## src/rtl/cntx_seq_pkg.sv

```systemverilog
// cntx_seq_pkg: shared state encoding, default line geometry and status bit indices
package cntx_seq_pkg;
  typedef enum logic [2:0] {ST_IDLE, ST_WAIT_SOF, ST_PASS, ST_PAD, ST_DROP, ST_FLUSH} state_t;
  localparam int GROUPS = 3840 / 4;
  localparam int ERR_LINE = 0;
  localparam int ERR_FRAME = 1;
  localparam int ERR_TIMEOUT = 2;
  function automatic int groups_of(input int width, input int spc);
    return width / spc;
  endfunction
endpackage

```

## src/rtl/cntx_frame_sequencer.sv

```systemverilog
// cntx_frame_sequencer: admits whole frames to the context generator, pads broken frames and holds off input during border flush
module cntx_frame_sequencer
  import cntx_seq_pkg::*;
#(
  parameter int SAMPLES_PER_CLOCK = 4,
  parameter int BITS_PER_PIXEL = 8,
  parameter int TDATA_WIDTH = SAMPLES_PER_CLOCK * BITS_PER_PIXEL,
  parameter int WIDTH = 3840,
  parameter int HEIGHT = 2160,
  parameter int W_POSITION_WIDTH = 10,
  parameter int H_POSITION_WIDTH = 12,
  parameter int TIMEOUT_WIDTH = 21
) (
  input  logic                   s_axis_aclk,
  input  logic                   s_axis_aresetn,
  input  logic                   enable,
  input  logic                   err_clear,
  input  logic [TDATA_WIDTH-1:0] VIDEO_IN_tdata,
  input  logic                   VIDEO_IN_tuser,
  input  logic                   VIDEO_IN_tlast,
  input  logic                   VIDEO_IN_tvalid,
  output logic                   VIDEO_IN_tready,
  output logic [TDATA_WIDTH-1:0] gen_tdata,
  output logic                   gen_tuser,
  output logic                   gen_tlast,
  output logic                   gen_tvalid,
  input  logic                   gen_tready,
  input  logic                   ctx_tvalid,
  input  logic                   ctx_tlast,
  input  logic                   cons_tready,
  output logic                   ctx_tready,
  output logic                   busy,
  output logic                   err_line,
  output logic                   err_frame,
  output logic                   err_timeout,
  output logic [15:0]            frame_cnt
);
  localparam int NG = groups_of(WIDTH, SAMPLES_PER_CLOCK);
  localparam logic [W_POSITION_WIDTH-1:0] GRP_LAST = W_POSITION_WIDTH'(NG - 1);
  localparam logic [H_POSITION_WIDTH-1:0] LINE_LAST = H_POSITION_WIDTH'(HEIGHT - 1);
  localparam logic [H_POSITION_WIDTH-1:0] LINES = H_POSITION_WIDTH'(HEIGHT);
  state_t state, state_nx;
  logic [W_POSITION_WIDTH-1:0] grp, grp_nx;
  logic [H_POSITION_WIDTH-1:0] line, line_nx, out_lines;
  logic [TIMEOUT_WIDTH-1:0] wdog;
  logic [2:0] err, err_set;
  logic full, at_last, sof, frame_bad, ctx_line, lines_done, wd_max, flush_exit;
  assign full = grp == GRP_LAST;
  assign at_last = line == LINE_LAST;
  assign sof = VIDEO_IN_tvalid & VIDEO_IN_tuser;
  assign frame_bad = sof & (grp != '0 | line != '0);
  assign ctx_line = ctx_tvalid & cons_tready & ctx_tlast;
  assign lines_done = out_lines == LINES;
  assign wd_max = &wdog;
  assign flush_exit = state == ST_FLUSH & (lines_done | wd_max);
  assign ctx_tready = cons_tready;
  assign busy = state != ST_IDLE & state != ST_WAIT_SOF;
  assign err_line = err[ERR_LINE];
  assign err_frame = err[ERR_FRAME];
  assign err_timeout = err[ERR_TIMEOUT];
  always_comb begin
    state_nx = state;
    grp_nx = grp;
    line_nx = line;
    err_set = '0;
    VIDEO_IN_tready = 1'b0;
    gen_tvalid = 1'b0;
    gen_tdata = '0;
    gen_tuser = 1'b0;
    gen_tlast = full;
    case (state)
      ST_IDLE: state_nx = enable ? ST_WAIT_SOF : ST_IDLE;
      ST_WAIT_SOF: begin
        VIDEO_IN_tready = !sof;
        if (sof) begin
          state_nx = ST_PASS;
          grp_nx = '0;
          line_nx = '0;
        end
      end
      ST_PASS: begin
        VIDEO_IN_tready = gen_tready;
        gen_tvalid = VIDEO_IN_tvalid & !frame_bad;
        gen_tdata = VIDEO_IN_tdata;
        gen_tuser = VIDEO_IN_tuser;
        if (VIDEO_IN_tvalid & gen_tready) begin
          if (frame_bad) begin
            err_set[ERR_FRAME] = 1'b1;
            state_nx = ST_PAD;
          end else begin
            err_set[ERR_LINE] = VIDEO_IN_tlast != full;
            grp_nx = full ? '0 : grp + 1'b1;
            line_nx = line + H_POSITION_WIDTH'(full);
            state_nx = full ? (at_last ? ST_FLUSH : ST_PASS) : (VIDEO_IN_tlast ? ST_PAD : ST_PASS);
          end
        end
      end
      ST_PAD: begin
        gen_tvalid = 1'b1;
        if (gen_tready) begin
          grp_nx = full ? '0 : grp + 1'b1;
          line_nx = line + H_POSITION_WIDTH'(full);
          state_nx = full & at_last ? ST_DROP : ST_PAD;
        end
      end
      ST_DROP: begin
        VIDEO_IN_tready = !sof;
        state_nx = sof ? ST_FLUSH : ST_DROP;
      end
      ST_FLUSH: if (flush_exit) begin
        err_set[ERR_TIMEOUT] = !lines_done;
        state_nx = enable ? ST_WAIT_SOF : ST_IDLE;
      end
      default: state_nx = ST_IDLE;
    endcase
  end
  always_ff @(posedge s_axis_aclk or negedge s_axis_aresetn) begin
    if (!s_axis_aresetn) begin
      state <= ST_IDLE;
      grp <= '0;
      line <= '0;
      out_lines <= '0;
      wdog <= '0;
      err <= '0;
      frame_cnt <= '0;
    end else begin
      state <= state_nx;
      grp <= grp_nx;
      line <= line_nx;
      out_lines <= (state == ST_WAIT_SOF & state_nx == ST_PASS) ? '0 : out_lines + H_POSITION_WIDTH'(ctx_line & !lines_done);
      wdog <= (ctx_line | (state_nx == ST_FLUSH & state != ST_FLUSH)) ? '0 : wdog + TIMEOUT_WIDTH'(state == ST_FLUSH);
      err <= (err & ~{3{err_clear}}) | err_set;
      frame_cnt <= frame_cnt + 16'(flush_exit);
    end
  end
endmodule

```

## config.mk

```make
export PLATFORM = sky130hd
export DESIGN_NAME = cntx_frame_sequencer
export DESIGN_NICKNAME = d
export VERILOG_FILES = /design/src/rtl/cntx_seq_pkg.sv /design/src/rtl/cntx_frame_sequencer.sv
export SDC_FILE = /design/constraint.sdc
export NUM_CORES = 1
export LEC_CHECK = 0
export CORE_UTILIZATION = 40
export CTS_CLUSTER_SIZE = 25
export DETAILED_ROUTE_END_ITERATION = 12
export PLACE_DENSITY = 0.69
export REMOVE_ABC_BUFFERS = 1
export SLEW_MARGIN = 20
export SYNTH_ARGS = -nofsm -noshare
export SYNTH_HDL_FRONTEND = slang
export SYNTH_SLANG_ARGS = --single-unit
```

## constraint.sdc

```tcl
create_clock -name s_axis_aclk -period 2.4 [get_ports s_axis_aclk]
set_clock_uncertainty 0.15 [all_clocks]
set_input_delay 0.72 -clock s_axis_aclk [delete_from_list [all_inputs] [get_ports s_axis_aclk]]
set_output_delay 0.72 -clock s_axis_aclk [all_outputs]
set_load 0.01 [all_outputs]
```

-- Yosys cells after proc, flatten, opt, wreduce, memory -nomap -nowiden
Cells that the tools add are included.
- bitwise operators: 18
- eq/ne operators: 17
- add/subtract/negate cells: 5
- reduce and logical (&&, ||, !) cells: 11
- muxes and demuxes: 35
- operator list (operator ; count):
    $mux 12 ; 5
    $mux 10 ; 5
    $pmux 12 s3 ; 1
    $mux 32 ; 1
    $pmux 10 s3 ; 1
    $add 12x1->12 ; 2
    $eq 12x12->1 const B ; 2
    $mux 3 ; 8
    $add 21x1->21 ; 1
    $mux 21 ; 1
    $reduce_and 21->1 ; 1
    $pmux 3 s6 ; 1
    $add 16x1->16 ; 1
    $and 1x1->1 ; 12
    $reduce_bool 12->1 ; 1
    $add 10x1->10 const B ; 1
    $eq 10x10->1 const B ; 1
    $reduce_bool 10->1 ; 1
    $eq 3x2->1 const B ; 3
    $eq 3x3->1 const B ; 3
    $mux 1 ; 8
    $ne 2x2->1 const B ; 4
    $reduce_bool 3->1 ; 2
    $reduce_and 5->1 ; 1
    other kinds (13) ; 19
- register bits: 77
- input port bits: 43
- output and inout port bits: 57
- word-level logic and storage cells: 93

-- Logic depth before layout (Yosys ltp)
- word-level depth: 10
- mapped depth: 12

-- Worst setup path after synthesis
No wires, ideal clock.
- kind: reg-to-reg
- start point: register out_lines[1]
- end point: register frame_cnt[14]
- arrival time: 2399 ps
- library setup time: 125 ps
- setup slack: -274 ps
- stages on the path, launching flop included: 11
- clock period less this slack: 2674 ps
- cell sequence: dfrtp_1 -> or4b_2 -> nor3_1 -> a41oi_1 -> nor2_1 -> ha_1 -> ha_1 -> nand3_1 -> nor2_1 -> nand4_1 -> xnor2_1
- longest elaborated chain between the ends: 4
- RTL lines (item ; line ; RTL):
    start: declaration ; cntx_frame_sequencer.sv:44 ; logic [H_POSITION_WIDTH-1:0] line, line_nx, out_lines;
    start signal: assignment ; cntx_frame_sequencer.sv:130 ; out_lines <= (state == ST_WAIT_SOF & state_nx == ST_PASS) ? '0 : out_lines + H_POSITION_WIDTH'(ctx_line & !lin ...
    $eq 12x12->1 ; cntx_frame_sequencer.sv:53 ; assign lines_done = out_lines == LINES;
    $or 1x1->1 ; cntx_frame_sequencer.sv:55 ; assign flush_exit = state == ST_FLUSH & (lines_done | wd_max);
    $and 1x1->1 ; cntx_frame_sequencer.sv:55 ;
    $add 16x1->16 ; cntx_frame_sequencer.sv:133 ; frame_cnt <= frame_cnt + 16'(flush_exit);
    end signal: assignment ; cntx_frame_sequencer.sv:133 ;
    end: declaration ; cntx_frame_sequencer.sv:36 ; output logic [15:0] frame_cnt
Every way passes these cells.
A chain may end at the register's enable or synchronous reset.

-- Worst setup path after layout
- start point: register grp[1]
- end point: register wdog[17]
- longest elaborated chain between the ends: 10
- elaborated cells between the ends (all ways): 15
- RTL lines (item ; line ; RTL):
    start: declaration ; cntx_frame_sequencer.sv:43 ; logic [W_POSITION_WIDTH-1:0] grp, grp_nx;
    start signal: assignment ; cntx_frame_sequencer.sv:128 ; grp <= grp_nx;
    $reduce_bool 10->1 ; cntx_frame_sequencer.sv:51 ; assign frame_bad = sof & (grp != '0 | line != '0);
    $or 1x1->1 ; cntx_frame_sequencer.sv:51 ;
    $and 1x1->1 ; cntx_frame_sequencer.sv:51 ;
    $mux 3 ; cntx_frame_sequencer.sv:87 ; if (frame_bad) begin
    $mux 3 ; cntx_frame_sequencer.sv:86 ; if (VIDEO_IN_tvalid & gen_tready) begin
    $pmux 3 s6 (*) ; cntx_frame_sequencer.sv:71 ; case (state)
    $eq 3x3->1 (*) ; cntx_frame_sequencer.sv:131 ; wdog <= (ctx_line | (state_nx == ST_FLUSH & state != ST_FLUSH)) ? '0 : wdog + TIMEOUT_WIDTH'(state == ST_FLUSH ...
    $and 1x1->1 (*) ; cntx_frame_sequencer.sv:131 ;
    $or 1x1->1 (*) ; cntx_frame_sequencer.sv:131 ;
    $mux 21 (*) ; cntx_frame_sequencer.sv:131 ;
    end signal: assignment ; cntx_frame_sequencer.sv:131 ;
    end: declaration ; cntx_frame_sequencer.sv:45 ; logic [TIMEOUT_WIDTH-1:0] wdog;
Mark *: on every way between the ends. The rest lies on a longest branch, timed or not.

==> flow_summary.ini <==
[run_status]
status = finished, violations left
failed_checks = setup timing

[floorplanning]
start_util_pct = 41.3
die_w_um = 106
ios = 100
core-area_um2 = 10400
rows = 37
die_area_um2 = 11100
die_y_um = 106

[timing]
worst_pin_slew_ns = 0.453
finalMaxSlewViolations = 0
setup_viol = 69
finalHoldViolCount = 0
fin_crit_ns = 2.79
tns_ns = -11.01
period_share_pct = 116
rsz0062_at_grt = true
clock.fmax_ghz = 0.358
whs_ns = 0.127
fin_ws_ns = -0.394
max-slew-margin-rel_pct = 69.8

[pwr]
irDropWorstVdd_v = 0.000542
powerDensity_nw_per_um2 = 721
power_leakage_uw = 0.00351
totalPowerFinal_uw = 5450

[layout]
drive_gt1_share_pct = 47.2
n_antenna_cell = 0
mostFrequentLayoutCells = buf_4, dfrtp_1, buf_6, clkdlybuf4s50_1, xor2_1
layout_commonest_cell = buf_4
area_delta_synth_final_pct = 76.4
fin_nets = 728

[placed_design]
place_congestion = 0.863
post-dp-hpwl_um = 7920
io_buffers = 99

[synth]
synth_cells = 443
syn_avg_cell_area_um2 = 9.68
yosysWarnings = 0
async_reset_ff_share_pct = 100
synth_cell_types = 48
synth-seq-cells = 77
ys_seq_area_share_pct = 44.9
synth-main-ff-cell = dfrtp_1
syn_area_um2 = 4290
synth_edf_count = 0

[routing]
drt_pre_antenna_iters = 4
vias = 4339
drc = 0
totalWireLength_um = 14800
wire_per_inst_um = 18.1
via_per_inst = 5.32
ant_nets = 0
drt-initial-drc-count = 244

[grt]
grt_pass1_wl_um = 22600
overflow = 0
grt.total_usage_pct = 25.8
grt_pass1_vias = 4570
grt_max_degree = 30
antenna_found_initial = 0

[setup_path]
worstSetupPathType = reg2reg
cp.arrival_ns = 2.93
critPathMaxFanout = 5
worstSetupEndpointType = register
start_kind = register
worst_ep_required_time_ns = 2.54

[clocking]
h-tree-depth = 3
cts_tree = built
cts_sinks = 77
cts-root-buf = clkbuf_8
clock_path_buffers = 2
hold_buffers = 0
clk-insertion-delay-late_ns = 0.37
cts_buffers = 9
path_clk_slew_ns = 0.09

[hold_path]
min_path_type = in2async

[run]
maxCapViolCount = 0
## kinds of logic after synthesis
| logic type | share of synthesized area (%) |
|---|---|
| compound gates | 5.72 |
| buf+inv | 2.71 |
| xor+xnor | 11.8 |
| fa+ha+maj | 2.92 |
| flops | 44.9 |
| simple gates | 31.9 |
## critical path, stage by stage, from the launching register on
cell and delay (ns):
dfrtp_1 0.38, buf_6 0.12, ha_4 0.12, and4b_1 0.19
nand4_2 0.11, or4_4 0.59, a311oi_4 0.39, a31oi_4 0.20
buf_6 0.16, buf_8 0.14, nor3_4 0.16
## routing by layer
metal	track usage, %	up-vias	share of wire, %
met4	9.92	0	2.7
met1	30.6	2150	40
met3	5.26	32	4.2
met5	0	-	0
li1	-	2004	-
met2	46.0	153	53
## path summary, 6_finish.rpt
path | slack (ns) | to | cells past startpoint | start
worst max register to register | -0.39 | wdog[17]$_DFF_PN0_ | 10 | grp[1]$_DFFE_PN0P_
min in group s_axis_aclk | 0.36 | frame_cnt[15]$_DFF_PN0_ | 1 | frame_cnt[15]$_DFF_PN0_
worst min-delay path | 0.13 | grp[2]$_DFFE_PN0P_ | 1 | s_axis_aresetn
worst min register to register | 0.36 | frame_cnt[15]$_DFF_PN0_ | 1 | frame_cnt[15]$_DFF_PN0_
max in group asynchronous | 1.34 | wdog[11]$_DFF_PN0_ | 2 | s_axis_aresetn
worst max-delay path | -0.39 | wdog[17]$_DFF_PN0_ | 10 | grp[1]$_DFFE_PN0P_
## metrics by stage
step / area [µm²] / worst slack (ns) / utilization [%] / cells
after floorplan: 4210 / -0.752 / - / 426
after global placement: 6070 / -0.664 / 58.5 / 748
after detailed placement: 6070 / -0.700 / 58.5 / 748
after CTS: 7270 / -0.343 / 70.1 / 816
after global routing: 7560 / -0.519 / 72.9 / 816
final: 7560 / -0.394 / 72.9 / 816
## where the power goes
| part | internal [µW] | leakage, µW | switching, µW |
|---|---|---|---|
| sequential | 1390 | 0.00105 | 82.2 |
| clock | 589 | 0.000106 | 538 |
| combinational | 1660 | 0.00235 | 1190 |
## Yosys cell counts (3+ instances only)
library cell  count  area (µm²)
nor3_2           19         190
nor2_1           42         158
a21oi_1           4        20.0
clkbuf_1         14        52.6
inv_1             9        33.8
nand4b_1          3        26.3
xnor2_1          18         158
o211ai_1          3        22.5
nand4_1          10        62.6
nand2_1          31         116
nor3b_1           3        22.5
nand3b_1          4        30.0
nor4_1            4        25.0
o31ai_1           3        22.5
dfrtp_1          77        1930
nand3_1          41         205
nor3_1            4        20.0
o21ai_0          11        55.1
ha_1             10         125
and3_1           20         125
and2_1           36         225
xor2_1           40         350
nor2b_1           6        37.5
## flip-flops by register name, summed over array words and instances, names as in the netlist
name       cells
err            3
frame_cnt     16
grp           10
line          12
out_lines     12
state          3
wdog          21
## layout make-up
type / count / area (µm²)
Timing Repair Buffer: 238 / 2310
Sequential cell: 77 / 1930
Inverter: 9 / 38.8
Multi-Input combinational cell: 340 / 2890
Tap cell: 136 / 170
Clock buffer: 9 / 124
Fill cell: 652 / 2810
Clock inverter: 7 / 97.6
## what timing repair did
item                       4_1_cts  5_1_grt
pin swaps                       59       76
setup endpoints to repair       89       91
setup buffers                   45       19
gates cloned                     8        1
resized for setup              287      104
Power figures use the tool's default switching activity.
